$ cat config.mk
export PLATFORM = sky130hd
export DESIGN_NAME = pc_sequencer
export DESIGN_NICKNAME = d
export VERILOG_FILES = /design/src/rtl/pc_sequencer.sv
export SDC_FILE = /design/constraint.sdc
export NUM_CORES = 1
export LEC_CHECK = 0
export ABC_AREA = 1
export BUFFER_PORTS_ARGS = -buffer_cell sky130_fd_sc_hd__buf_2
export CORE_AREA = 4 4 74 76
export DETAILED_ROUTE_END_ITERATION = 16
export DIE_AREA = 0 0 78 80
export PLACE_DENSITY = 0.56
export SLEW_MARGIN = 20
export SYNTH_ARGS = -nofsm -noshare
export SYNTH_HDL_FRONTEND = slang
export SYNTH_SLANG_ARGS = --single-unit
$ cat constraint.sdc
create_clock -name clk -period 2.5 [get_ports clk]
set_input_delay 0.25 -clock clk [delete_from_list [all_inputs] [get_ports clk]]
set_output_delay 0.25 -clock clk [all_outputs]
set_load 0.03 [all_outputs]
$ cat src/rtl/pc_sequencer.sv
// ---------------------------------------------------------------------------
// pc_sequencer
//   Fetch-address sequencer and pipeline hazard controller for a 5-stage
//   in-order pipeline. Owns the program counter and decides, once per cycle,
//   whether the pipeline advances, stalls, flushes, redirects or halts.
//
//   Per-cycle event priority:
//     dmem_busy > branch_taken > halt_id > load_use > !imem_ready > advance
//
// Ports
//   clk              sole clock, rising edge
//   rst              asynchronous active-high reset
//   i_imem_ready     instruction word for the current pc is valid this cycle
//   i_load_use       load-use hazard detected in ID
//   i_halt_id        HLT opcode in ID
//   i_dmem_busy      data memory stall, freezes the whole pipeline
//   i_branch_taken   branch in MEM resolved taken (meaningful when not busy)
//   i_branch_target  redirect address from MEM (bit 0 is forced to 0)
//   o_pc             registered fetch address
//   o_freeze         hold every pipeline register
//   o_flush_if_id    bubble into IF/ID at the next edge
//   o_flush_id_ex    bubble into ID/EX at the next edge
//   o_flush_ex_mem   bubble into EX/MEM at the next edge
//   o_halted         registered, high while in HALTED
//   o_state          RUN=00, FROZEN=01, DRAIN=10, HALTED=11
// ---------------------------------------------------------------------------
module pc_sequencer #(
  parameter logic [15:0] RESET_PC     = 16'h0000,
  parameter int          DRAIN_CYCLES = 3
) (
  input  logic        clk,
  input  logic        rst,
  input  logic        i_imem_ready,
  input  logic        i_load_use,
  input  logic        i_halt_id,
  input  logic        i_dmem_busy,
  input  logic        i_branch_taken,
  input  logic [15:0] i_branch_target,
  output logic [15:0] o_pc,
  output logic        o_freeze,
  output logic        o_flush_if_id,
  output logic        o_flush_id_ex,
  output logic        o_flush_ex_mem,
  output logic        o_halted,
  output logic [1:0]  o_state
);

  localparam int CW = (DRAIN_CYCLES < 2) ? 1 : $clog2(DRAIN_CYCLES + 1);
  localparam logic [CW-1:0] DRAIN_LOAD = CW'(DRAIN_CYCLES);

  typedef enum logic [1:0] {
    ST_RUN    = 2'b00,
    ST_FROZEN = 2'b01,
    ST_DRAIN  = 2'b10,
    ST_HALTED = 2'b11
  } state_t;

  state_t        r_state;
  logic [15:0]   r_pc;
  logic [CW-1:0] r_cnt;
  logic          r_halted;

  state_t        w_state_next;
  logic [15:0]   w_pc_next;
  logic [CW-1:0] w_cnt_next;
  logic          w_halted_next;

  // One-hot event decode shared by the next-state and output processes.
  // FROZEN without dmem_busy behaves exactly like RUN in the same cycle.
  logic w_live, w_stall, w_active, w_run_like, w_in_drain;
  logic w_redirect, w_halt, w_load_use, w_fetch_miss, w_advance, w_drain_step;

  assign w_live       = (r_state != ST_HALTED);
  assign w_stall      = w_live & i_dmem_busy;
  assign w_active     = w_live & ~i_dmem_busy;
  assign w_run_like   = w_active & ((r_state == ST_RUN) | (r_state == ST_FROZEN));
  assign w_in_drain   = w_active & (r_state == ST_DRAIN);
  // A taken branch is older than anything in ID, so it also aborts a drain.
  assign w_redirect   = w_active & i_branch_taken;
  assign w_halt       = w_run_like & ~i_branch_taken & i_halt_id;
  assign w_load_use   = w_run_like & ~i_branch_taken & ~i_halt_id & i_load_use;
  assign w_fetch_miss = w_run_like & ~i_branch_taken & ~i_halt_id & ~i_load_use
                        & ~i_imem_ready;
  assign w_advance    = w_run_like & ~i_branch_taken & ~i_halt_id & ~i_load_use
                        & i_imem_ready;
  assign w_drain_step = w_in_drain & ~i_branch_taken;

  // State register
  always_ff @(posedge clk or posedge rst) begin
    if (rst) begin
      r_state  <= ST_RUN;
      r_pc     <= RESET_PC;
      r_cnt    <= '0;
      r_halted <= 1'b0;
    end else begin
      r_state  <= w_state_next;
      r_pc     <= w_pc_next;
      r_cnt    <= w_cnt_next;
      r_halted <= w_halted_next;
    end
  end

  // Next-state logic
  always_comb begin
    w_state_next  = r_state;
    w_pc_next     = r_pc;
    w_cnt_next    = r_cnt;
    w_halted_next = r_halted;

    // Busy in FROZEN or DRAIN keeps the current state; only RUN moves.
    if (w_stall && r_state == ST_RUN) begin
      w_state_next = ST_FROZEN;
    end

    if (w_run_like) begin
      w_state_next = ST_RUN;
    end

    if (w_redirect) begin
      w_pc_next    = {i_branch_target[15:1], 1'b0};
      w_state_next = ST_RUN;
      w_cnt_next   = '0;
    end

    if (w_halt) begin
      if (DRAIN_CYCLES == 0) begin
        w_state_next  = ST_HALTED;
        w_halted_next = 1'b1;
        w_cnt_next    = '0;
      end else begin
        w_state_next = ST_DRAIN;
        w_cnt_next   = DRAIN_LOAD;
      end
    end

    if (w_advance) begin
      w_pc_next = r_pc + 16'd2;
    end

    if (w_drain_step) begin
      if (r_cnt <= CW'(1)) begin
        w_cnt_next    = '0;
        w_state_next  = ST_HALTED;
        w_halted_next = 1'b1;
      end else begin
        w_cnt_next = r_cnt - CW'(1);
      end
    end
  end

  // Output logic: all control strobes are forced low while reset is held.
  always_comb begin
    o_freeze       = 1'b0;
    o_flush_if_id  = 1'b0;
    o_flush_id_ex  = 1'b0;
    o_flush_ex_mem = 1'b0;
    if (!rst) begin
      o_freeze       = (r_state == ST_HALTED) | w_stall;
      o_flush_if_id  = w_redirect | w_halt | w_fetch_miss | w_drain_step;
      o_flush_id_ex  = w_redirect | w_load_use;
      o_flush_ex_mem = w_redirect;
    end
  end

  assign o_pc     = r_pc;
  assign o_halted = r_halted;
  assign o_state  = r_state;

endmodule

==> metrics.csv, run 1 <==
stage,metric,value,unit
worst_setup_path,crit_path_start,o_state[1],
yosys,synth_common_cells,"nand2_1, inv_1, nand3_1",
cts,cts_resized,0,
yosys,synth_cells,201,
worst_setup_path,worstPathCellList,"nand2_1, nand2_2, nor2_8, inv_4, a21oi_1, buf_2",
cts,clk_latency,0.26,ns
grt,grt_pass1_wl,5.58,mm
sta,finalHoldViolations,0,
grt,antenna_found_initial,0,
sta,worst_pin_slew,0.791,ns
floorplan,die_y,80,um
yosys,synthArstFlopShare,1.00,
power_and_ir_drop,power_density,373,nW/um^2
final_layout,regArea,500,sq um
floorplan,core.rowCount,25,
sta,hold_slack,0.174,ns
grt,grtUsageTotal,0.113,
worst_setup_path,critPathKind,reg -> out,
placement,gp_routability_congestion,0.739,
sta,skew,0.00433,ns
yosys,ys_seq_area_frac,0.359,
yosys,synth-seq-cells,20,
yosys,yosysTopAreaCell,dfrtp_1,
cts,cts.sinks,20,
sta,rsz0062_at_grt,no,
floorplan,boundaryPins,46,
power_and_ir_drop,total_power,0.000638,W
power_and_ir_drop,p_leak,0.916,nW
cts,h-tree-depth,1,
cts,cts_tree,done,
cts,postCtsSetupRepairBufs,0,
sta,slew-limit-headroom,0.472,
worst_setup_path,slowest_stage,dfrtp_1,
worst_setup_path,rrSetupSlack,0.90,ns
grt,grt_max_degree,21,
final_layout,diodes,0,
cts,path_clk_slew,0.08,ns
worst_setup_path,rr_worst_depth,6,
worst_setup_path,cp_max_fo,14,
yosys,synth_area_per_cell,6.93,sq um
run,cap_violations,0,
yosys,synth_area,1390,sq um
detailed_routing,drcViolationCount,0,
final_layout,areaGrowthSynthToFinish,22.7,%
sta,slew_viol_final,0,
status,outcome,"finished, final reports clean",
worst_setup_path,cp-end-kind,output port,
floorplan,start_util,0.295,
power_and_ir_drop,ir_worst_vdd,177,uV
yosys,synth_flop_cell,dfrtp_1,
floorplan,floorplan.die_area,6240,sq um
placement,port_buffers,43,
cts,cts_made_buffers,3,
cts,cts_root_buf,clkbuf_8,
sta,fin_tns_setup,0,ns
grt,grt-ovfl-total,0,
yosys,synthTopCellsByArea,"dfrtp_1, nand2_1, nand3_1",
cts,cts.hold.buffers_added,0,
sta,fin_crit_sh,0.729,
sta,max_freq,0.549,GHz
worst_setup_path,reg2reg_to,o_pc[15],
yosys,netlist.area_leader.share,0.359,
worst_setup_path,cp_data_arrival_time,1.57,ns
yosys,ys_warn_count,0,
detailed_routing,avgRoutedWirePerCell,11.0,um
sta,finalSetupViolations,0,
final_layout,multiInputGateArea,731,sq um
final_layout,final_cell_area,1710,sq um
final_layout,nets,269,
worst_setup_path,r2r_start,o_state[1],
yosys,synth_enable_flop_cells,0,
yosys,syn_nets,225,
detailed_routing,drt_iter0_markers,54,
worst_setup_path,slowest_delay,0.43,ns
min_path,hold_path.class,in -> async,
placement,place_area,1650,sq um
sta,min_period,1.82,ns
detailed_routing,drt_first_pass_iters,4,
detailed_routing,vias_per_cell,4.35,
floorplan,die_w,78,um
placement,dp_hpwl,2.60,mm
detailed_routing,vias,1354,
worst_setup_path,worstSetupStartpointType,register,
floorplan,coreArea,4720,sq um
yosys,synth_cell_type_count,29,
grt,grt_pass1_vias,1181,
worst_setup_path,cp.required,2.25,ns
yosys,yosysMostFrequentCell,nand2_1,
detailed_routing,ant_nets,0,
detailed_routing,drt-total-wl,3.43,mm
final_layout,drive_above_1_share,0.258,
final_layout,nFillCells,534,
cts,cts_buffer_depth,2,
worst max-delay path: cells and delay by family (launching register included):
family | cells | cell delay, ns
simple gates | 3 | 0.40
buf+inv | 2 | 0.34
compound gates | 1 | 0.15
flops | 1 | 0.43
kinds of logic after synthesis:
family,after synthesis,share of synthesized area
AO/OA/AOI/OAI,17,0.0737
XOR/XNOR,3,0.0189
adder cells (fa/ha/maj),1,0.00898
buffers and inverters,34,0.116
flip-flops,20,0.359
other,1,0.00269
AND/OR/NAND/NOR,125,0.420
flip-flops by register name, indices dropped and copies added, names as in the netlist:
signal / count
o_pc: 15
o_state: 2
r_cnt: 2
o_halted: 1
cell usage in the layout (no fill, tap or decap), types with 2 or more instances in the layout:
cell / instances
buf_2: 43
nand4_1: 5
nand2_1: 70
inv_2: 2
a21oi_1: 2
nor2_1: 14
nor2_4: 3
o21ai_1: 5
dfrtp_1: 20
nand3b_1: 5
xor2_1: 2
clkbuf_8: 4
o21ai_0: 5
inv_1: 25
nand3_1: 22
o21ai_2: 3
final cells by class:
class,count,share of cell area
multi-input combinational,147,0.428
sequential,20,0.293
timing repair buffer,44,0.130
inverter,29,0.0681
tap,67,0.0490
clock buffer,4,0.0322
routing by layer:
metal	track usage	vias up	routed length, um
met4	0.0262	0	36
met2	0.184	29	1560
met3	0.0339	2	189
li1	-	719	-
met5	0	-	0
met1	0.146	604	1640
stage by stage:
stage	util	std cells	setup slack [ns]
after floorplan	-	201	0.667
after global placement	0.350	307	0.876
after detailed placement	0.350	307	0.898
after CTS	0.362	311	0.655
after global routing	0.362	311	0.469
final	0.362	311	0.677
worst max-delay path by stage:
stage | to | depth (start not counted)
2_1_floorplan | o_flush_id_ex | 6
4_1_cts | o_flush_id_ex | 6
5_1_grt | o_flush_if_id | 6
3_5_place_dp | o_pc[4] | 6
6_report | o_flush_id_ex | 6
3_3_place_gp | o_pc[13] | 6
power by group:
| part | leakage [nW] | switching (W) | total, W | internal (W) |
|---|---|---|---|---|
| sequential | 0.257 | 0.00000462 | 0.000332 | 0.000327 |
| combinational | 0.629 | 0.0000337 | 0.0000530 | 0.0000192 |
| clock | 0.0288 | 0.000113 | 0.000253 | 0.000140 |
| total | 0.916 | 0.000152 | 0.000638 | 0.000487 |
No activity file was read; power rests on OpenSTA's default activity.
==> run 2, diff against run 1 <==
Settings changed: ABC_AREA 1 to 0, CORE_AREA 4 4 74 76 to 4 4 69 71, DIE_AREA 0 0 78 80 to 0 0 73 75, PLACE_DENSITY 0.56 to 0.59.
Clock period 2.5 ns to 1.5 ns, I/O delays scaled along.
==> run 2 against run 1 <==
- the flow now finishes with violations (setup timing)
- die area down 12%
- final cell count down 13%
- via count up 1.6%
- critical path depth unchanged
- flip-flop and latch count did not move
- non-clock buffer count increased by 39
- sequential share of layout area decreased by 3.7 points
- global-route usage up 3.6 points
- power increased to 5.7 times the previous value
- sequential power increased to 3.1 times the previous value
- first-iteration DRC count is 59% higher
==> metrics.csv, run 2 <==
stage,metric,value,unit,change
yosys,synth_area,1220,sq um,-12%
yosys,netlist.area_leader.share,0.410,,+0.0504
cts,cts.sinks,20,,unchanged
sta,min_period,1.59,ns,
sta,slew_viol_final,0,,unchanged
power_and_ir_drop,swShare,0.437,,+0.200
yosys,yosysMostFrequentCell,dfrtp_1,,
yosys,synthTopCellsByArea,"dfrtp_1, nand2_1, o211ai_1",,
yosys,synth_enable_flop_cells,0,,unchanged
final_layout,largest_reg_flops,15,,unchanged
detailed_routing,avgRoutedWirePerCell,14.3,um,+30%
floorplan,floorplan.die_area,5480,sq um,-12%
yosys,synth_common_cells,"dfrtp_1, nand2_1, nor2_1",,
status,outcome,finished with violations,,
power_and_ir_drop,total_power,0.00362,W,+470%
sta,fin_crit_sh,1.06,,
cts,cts_root_buf,clkbuf_8,,
final_layout,final_util,0.471,,+0.109
floorplan,start_util,0.288,,-0.00642
detailed_routing,vias,1375,,+1.6%
power_and_ir_drop,ir_worst_vdd,771,uV,+340%
yosys,synth-seq-cells,20,,unchanged
yosys,synth_flop_cell,dfrtp_1,,
yosys,ys_warn_count,0,,unchanged
detailed_routing,drt_first_pass_iters,4,,unchanged
yosys,synthArstFlopShare,1.00,,unchanged
final_layout,diodes,0,,unchanged
yosys,yosysTopAreaCell,dfrtp_1,,
run,cap_violations,0,,unchanged
cts,h-tree-depth,1,,unchanged
sta,rsz0062_at_grt,yes,,
detailed_routing,drt-total-wl,3.88,mm,+13%
power_and_ir_drop,seqPwrFrac,0.281,,-0.239
cts,path_clk_slew,0.08,ns,about the same
detailed_routing,drt_iter0_markers,86,,+59%
grt,grt_pass1_wl,6.31,mm,+13%
placement,dp_hpwl,2.83,mm,+8.6%
sta,worst_slack,-0.0923,ns,-0.769 ns
detailed_routing,drcViolationCount,0,,unchanged
grt,grtUsageTotal,0.149,,+0.0360
final_layout,final_cell_mix,"buf_2, buf_4, nand2_1, dfrtp_1, nor2_1",,
detailed_routing,vias_per_cell,5.07,,+17%
grt,grt_max_degree,21,,unchanged
final_layout,areaGrowthSynthToFinish,63.2,%,
power_and_ir_drop,p_leak,0.857,nW,-6.3%
cts,cts_made_buffers,3,,unchanged
power_and_ir_drop,power_density,1820,nW/um^2,+390%
floorplan,die_y,75,um,-6.3%
yosys,synth_cells,139,,-31%
sta,finalSetupViolations,3,,+3
worst_setup_path,cp_data_arrival_time,1.44,ns,-0.13 ns
yosys,syn_nets,163,,-28%
final_layout,regArea,510,sq um,+2.0%
floorplan,core.rowCount,24,,-4.0%
sta,skew,0.00437,ns,+0.0000364 ns
worst_setup_path,worstSetupStartpointType,register,,
worst_setup_path,cp-end-kind,output port,,
sta,max_freq,0.628,GHz,
yosys,ys_seq_area_frac,0.410,,+0.0504
final_layout,drive_above_1_share,0.534,,+0.276
floorplan,boundaryPins,46,,unchanged
grt,grt-ovfl-total,0,,unchanged
final_layout,nets,244,,-9.3%
power_and_ir_drop,p_int,0.00204,W,+320%
power_and_ir_drop,switchingPower,0.00158,W,+950%
sta,finalHoldViolations,0,,unchanged
worst_setup_path,critPathKind,reg -> out,,
yosys,synth_area_per_cell,8.79,sq um,+27%
grt,antenna_found_initial,0,,unchanged
placement,port_buffers,43,,unchanged
floorplan,die_w,73,um,-6.4%
cts,cts_buffer_depth,2,,unchanged
power_and_ir_drop,p_clk_frac,0.153,,-0.244
status,violations,setup timing,,
yosys,synth_cell_type_count,41,,+41%
cts,clk_latency,0.26,ns,about the same
final_layout,final_common_cell,buf_2,,
placement,gp_routability_congestion,0.794,,+7.4%
worst_setup_path,cp.required,1.35,ns,-0.90 ns
detailed_routing,ant_nets,0,,unchanged
cts,cts_tree,done,,
worst_setup_path,cp_max_fo,7,,-7
min_path,hold_path.class,in -> reg,,
floorplan,coreArea,4230,sq um,-10%
power_and_ir_drop,share_comb_of_total_power,0.566,,+0.483
final_layout,nFillCells,424,,-21%
final_layout,multiInputGateArea,769,sq um,+5.3%
grt,grt_pass1_vias,1341,,+14%
## run 2: cell types whose count changed in the layout (fill, tap and decap cells not counted), moves of 4 or more
cell,before,now
nand3b_1,5,0
o21ai_1,5,1
dfrtp_1,20,12
buf_4,1,38
nand3_1,22,4
o311ai_1,0,6
nor3_1,0,4
inv_1,25,6
buf_6,0,4
nand2_1,70,19
nor2_1,14,9
buf_2,43,39
o211ai_1,0,7
dfrtp_2,0,8
## run 2: what timing repair did
item / 4_1_cts / 5_1_grt
setup endpoints to repair: 6 / 10
pin swaps: 3 / 0
hold endpoints to repair: 20 / 0
hold buffers: 1 / 0
resized for setup: 12 / 15
buffers inserted: 6 / 1
cloned: 1 / 0
## run 2: per-stage QoR
stage / instances / setup WS (ns) / TNS, ns / instance area [sq um] / hold slack, ns
4_1_cts: 270 / -0.0917 / -0.249 / 1930 / 0.0925
2_1_floorplan: 139 / -0.231 / -0.740 / 1300 / 0.119
3_3_place_gp: 258 / 0.00545 / 0 / 1760 / 0.269
6_report: 271 / -0.0923 / -0.252 / 1990 / 0.0927
3_5_place_dp: 258 / -0.0194 / -0.0356 / 1760 / 0.273
5_1_grt: 271 / -0.134 / -0.514 / 1990 / 0.109
## run 2: per-layer routing
metal,routed length [um],track usage
met5,0,0
met3,173,0.0280
met1,1860,0.205
met4,39,0.0471
met2,1810,0.235
## run 2: worst max-delay path: stages, from the launching register on
cell	delay, ns
dfrtp_2	0.44
buf_8	0.15
a21oi_4	0.15
nand2_2	0.09
buf_6	0.14
nor2_4	0.07
buf_6	0.13
## run 2: layout make-up
| class | instances | share of cell area |
|---|---|---|
| clock inverter | 1 | 0.0151 |
| tap | 52 | 0.0326 |
| multi-input combinational | 105 | 0.386 |
| clock buffer | 3 | 0.0207 |
| sequential | 20 | 0.256 |
| timing repair buffer | 83 | 0.276 |
| inverter | 7 | 0.0132 |
## run 2: worst paths after layout
kind / startpoint / to / slack [ns] / cells after the start
setup / recovery: o_state[1] / o_flush_ex_mem / -0.09 / 6
hold / removal: i_branch_target[11] / o_pc[11] / 0.09 / 3
setup reg to reg: o_pc[2] / o_pc[11] / 0.01 / 5
hold reg to reg: o_halted / o_halted / 0.47 / 1
max in group asynchronous: rst / o_pc[1] / 0.73 / 4
min in group asynchronous: rst / o_pc[3] / 0.54 / 4
## run 2: cell families (layout without fill, tap and decap cells)
group                    count (synthesis)  count (layout)  share of synthesized area
flip-flops                              20              20                      0.410
other                                    1               1                    0.00307
adder cells (fa/ha/maj)                  1               1                     0.0102
buffers and inverters                   15              94                     0.0635
AO/OA/AOI/OAI                           41              41                      0.247
AND/OR/NAND/NOR                         61              62                      0.266
## run 2: power by group through the flow
| stage | combinational [W] | sequential, W | clock (W) |
|---|---|---|---|
| global route | 0.00224 | 0.00106 | 0.000586 |
| detailed placement | 0.00187 | 0.00102 | 0 |
| CTS | 0.00197 | 0.00101 | 0.000563 |
| global placement | 0.00187 | 0.00102 | 0 |
| finish | 0.00205 | 0.00102 | 0.000554 |
| floorplan | 0.000603 | 0.00152 | 0 |
==> run 3, diff against run 2 <==
--- a/config.mk
+++ b/config.mk
@@ -12,2 +12,3 @@
 export DIE_AREA = 0 0 73 75
+export GPL_ROUTABILITY_DRIVEN = 0
 export PLACE_DENSITY = 0.59
@@ -17 +18,2 @@
 export SYNTH_SLANG_ARGS = --single-unit
+export TNS_END_PERCENT = 30
==> constraint.sdc (replaced) <==
create_clock -name clk -period 1.5 [get_ports clk]
set_input_delay 0.45 -clock clk [delete_from_list [all_inputs] [get_ports clk]]
set_output_delay 0.45 -clock clk [all_outputs]
set_load 0.03 [all_outputs]
==> run 3 against run 2 <==
- the flow still finishes with violations (setup timing)
- hold slack improved by 0.31 ns
- combinational power rose by 2%
- first-iteration DRC count down 41%
- non-clock buffer count increased by 7
- power decreased by 4.7%
- clock skew fell by 0.0030 ns
- count of clock-buffer cells in the layout unchanged
- cell area up 2.1%
- largest power group unchanged
==> metrics.csv, run 3 (same netlist as run 2, synthesis figures left out) <==
stage,metric,value,unit,change
detailed_routing,avgRoutedWirePerCell,13.5,um,-5.4%
final_layout,multiInputGateArea,768,sq um,-0.16%
cts,cts_tree,done,,
detailed_routing,vias,1374,,-0.073%
cts,cts_made_buffers,3,,unchanged
final_layout,final_cell_mix,"buf_4, buf_2, nand2_1, dfrtp_1",,
detailed_routing,drt_first_pass_iters,4,,unchanged
floorplan,die_y,75,um,unchanged
power_and_ir_drop,total_power,0.00345,W,-4.7%
grt,grt-ovfl-total,0,,unchanged
sta,min_period,1.75,ns,+0.162 ns
worst_setup_path,cp_max_fo,5,,-2
final_layout,instances_no_fill,276,,+1.8%
placement,port_buffers,43,,unchanged
power_and_ir_drop,power_density,1700,nW/um^2,-6.7%
cts,cts.sinks,20,,unchanged
power_and_ir_drop,ir_worst_vdd,805,uV,+4.4%
sta,finalSetupViolations,9,,+6
power_and_ir_drop,p_leak,0.870,nW,+1.5%
status,violations,setup timing,,
final_layout,diodes,0,,unchanged
final_layout,drive_above_1_share,0.585,,+0.0506
cts,clk_latency,0.26,ns,about the same
placement,place_area,1860,sq um,+5.6%
grt,antenna_found_initial,0,,unchanged
sta,rsz0062_at_grt,yes,,
detailed_routing,vias_per_cell,4.98,,-1.9%
worst_setup_path,cp.required,1.05,ns,-0.30 ns
floorplan,coreArea,4230,sq um,unchanged
detailed_routing,drcViolationCount,0,,unchanged
cts,cts_buffer_depth,2,,unchanged
floorplan,boundaryPins,46,,unchanged
worst_setup_path,cp-end-kind,output port,,
detailed_routing,drt_iter0_markers,51,,-41%
detailed_routing,drt-total-wl,3.74,mm,-3.6%
worst_setup_path,cp_data_arrival_time,1.30,ns,-0.14 ns
sta,hold_slack,0.406,ns,+0.313 ns
cts,cts_root_buf,clkbuf_8,,
cts,h-tree-depth,1,,unchanged
sta,slew_viol_final,0,,unchanged
grt,grt_max_degree,21,,unchanged
placement,dp_hpwl,2.92,mm,+3.2%
cts,path_clk_slew,0.07,ns,about the same
floorplan,start_util,0.288,,unchanged
final_layout,nets,250,,+2.5%
final_layout,final_cell_area,2040,sq um,+2.1%
placement,dp.cells,269,,+4.3%
worst_setup_path,critPathKind,reg -> out,,
floorplan,floorplan.die_area,5480,sq um,unchanged
run,cap_violations,0,,unchanged
grt,grt_pass1_wl,6.04,mm,-4.4%
worst_setup_path,worstSetupStartpointType,register,,
floorplan,core.rowCount,24,,unchanged
floorplan,die_w,73,um,unchanged
sta,finalHoldViolations,0,,unchanged
sta,worst_slack,-0.254,ns,-0.162 ns
sta,skew,0.00136,ns,-0.00301 ns
grt,grtUsageTotal,0.139,,-0.00925
final_layout,largest_reg_flops,15,,unchanged
final_layout,nFillCells,405,,-4.5%
sta,max_freq,0.570,GHz,-9.2%
sta,fin_crit_sh,1.17,,+0.108
final_layout,regArea,512,sq um,+0.25%
final_layout,final_common_cell,buf_4,,
status,outcome,finished with violations,,
final_layout,areaGrowthSynthToFinish,66.7,%,
min_path,hold_path.class,in -> async,,
grt,grt_pass1_vias,1341,,unchanged
detailed_routing,ant_nets,0,,unchanged
==> run 3: worst paths after layout <==
kind	from	endpoint	slack [ns]	cells past startpoint
hold / removal	rst	o_pc[2]	0.41	4
min in group clk	i_branch_target[6]	o_pc[6]	0.41	3
setup reg to reg	o_state[1]	o_pc[11]	-0.07	4
max in group asynchronous	rst	o_pc[7]	0.86	4
hold reg to reg	o_halted	o_halted	0.46	1
setup / recovery	o_state[1]	o_flush_id_ex	-0.25	2
==> run 3: cell type report <==
type	count	share of cell area
repair buffers	90	0.304
inverters	7	0.0148
clock buffers	3	0.0203
well taps	52	0.0320
flip-flops and latches	20	0.251
multi-input cells	104	0.377
==> run 3: what timing repair did <==
item | in CTS | in global routing
hold buffers | 0 | 0
gates cloned | 0 | 0
resized for setup | 20 | 15
pin swaps | 7 | 8
buffers inserted | 4 | 1
endpoints found under the setup margin | 17 | 21
==> run 3: through the flow <==
| stage | utilization | setup slack [ns] | TNS, ns |
|---|---|---|---|
| after floorplan | - | -0.231 | -1.74 |
| after global placement | 0.439 | -0.274 | -3.69 |
| after detailed placement | 0.439 | -0.282 | -3.87 |
| after CTS | 0.467 | -0.268 | -1.39 |
| after global routing | 0.481 | -0.296 | -2.36 |
| final | 0.481 | -0.254 | -1.22 |
==> run 3: report_power, final <==
group          leakage, nW  internal (W)  switching (W)  total, W
clock               0.0216      0.000179       0.000177  0.000356
sequential           0.225      0.000801       0.000203   0.00100
combinational        0.623      0.000926        0.00117   0.00209
total                0.870       0.00191        0.00155   0.00345
==> run 3: per-layer routing <==
layer,wire length [um],GRT usage
met1,1710,0.189
met2,1810,0.226
met3,173,0.0254
met4,50,0.0410
met5,0,0
==> run 3: critical path, stage by stage, from the launching register on <==
cell       delay, ns
dfrtp_2         0.48
a2111oi_4       0.35
buf_4           0.21
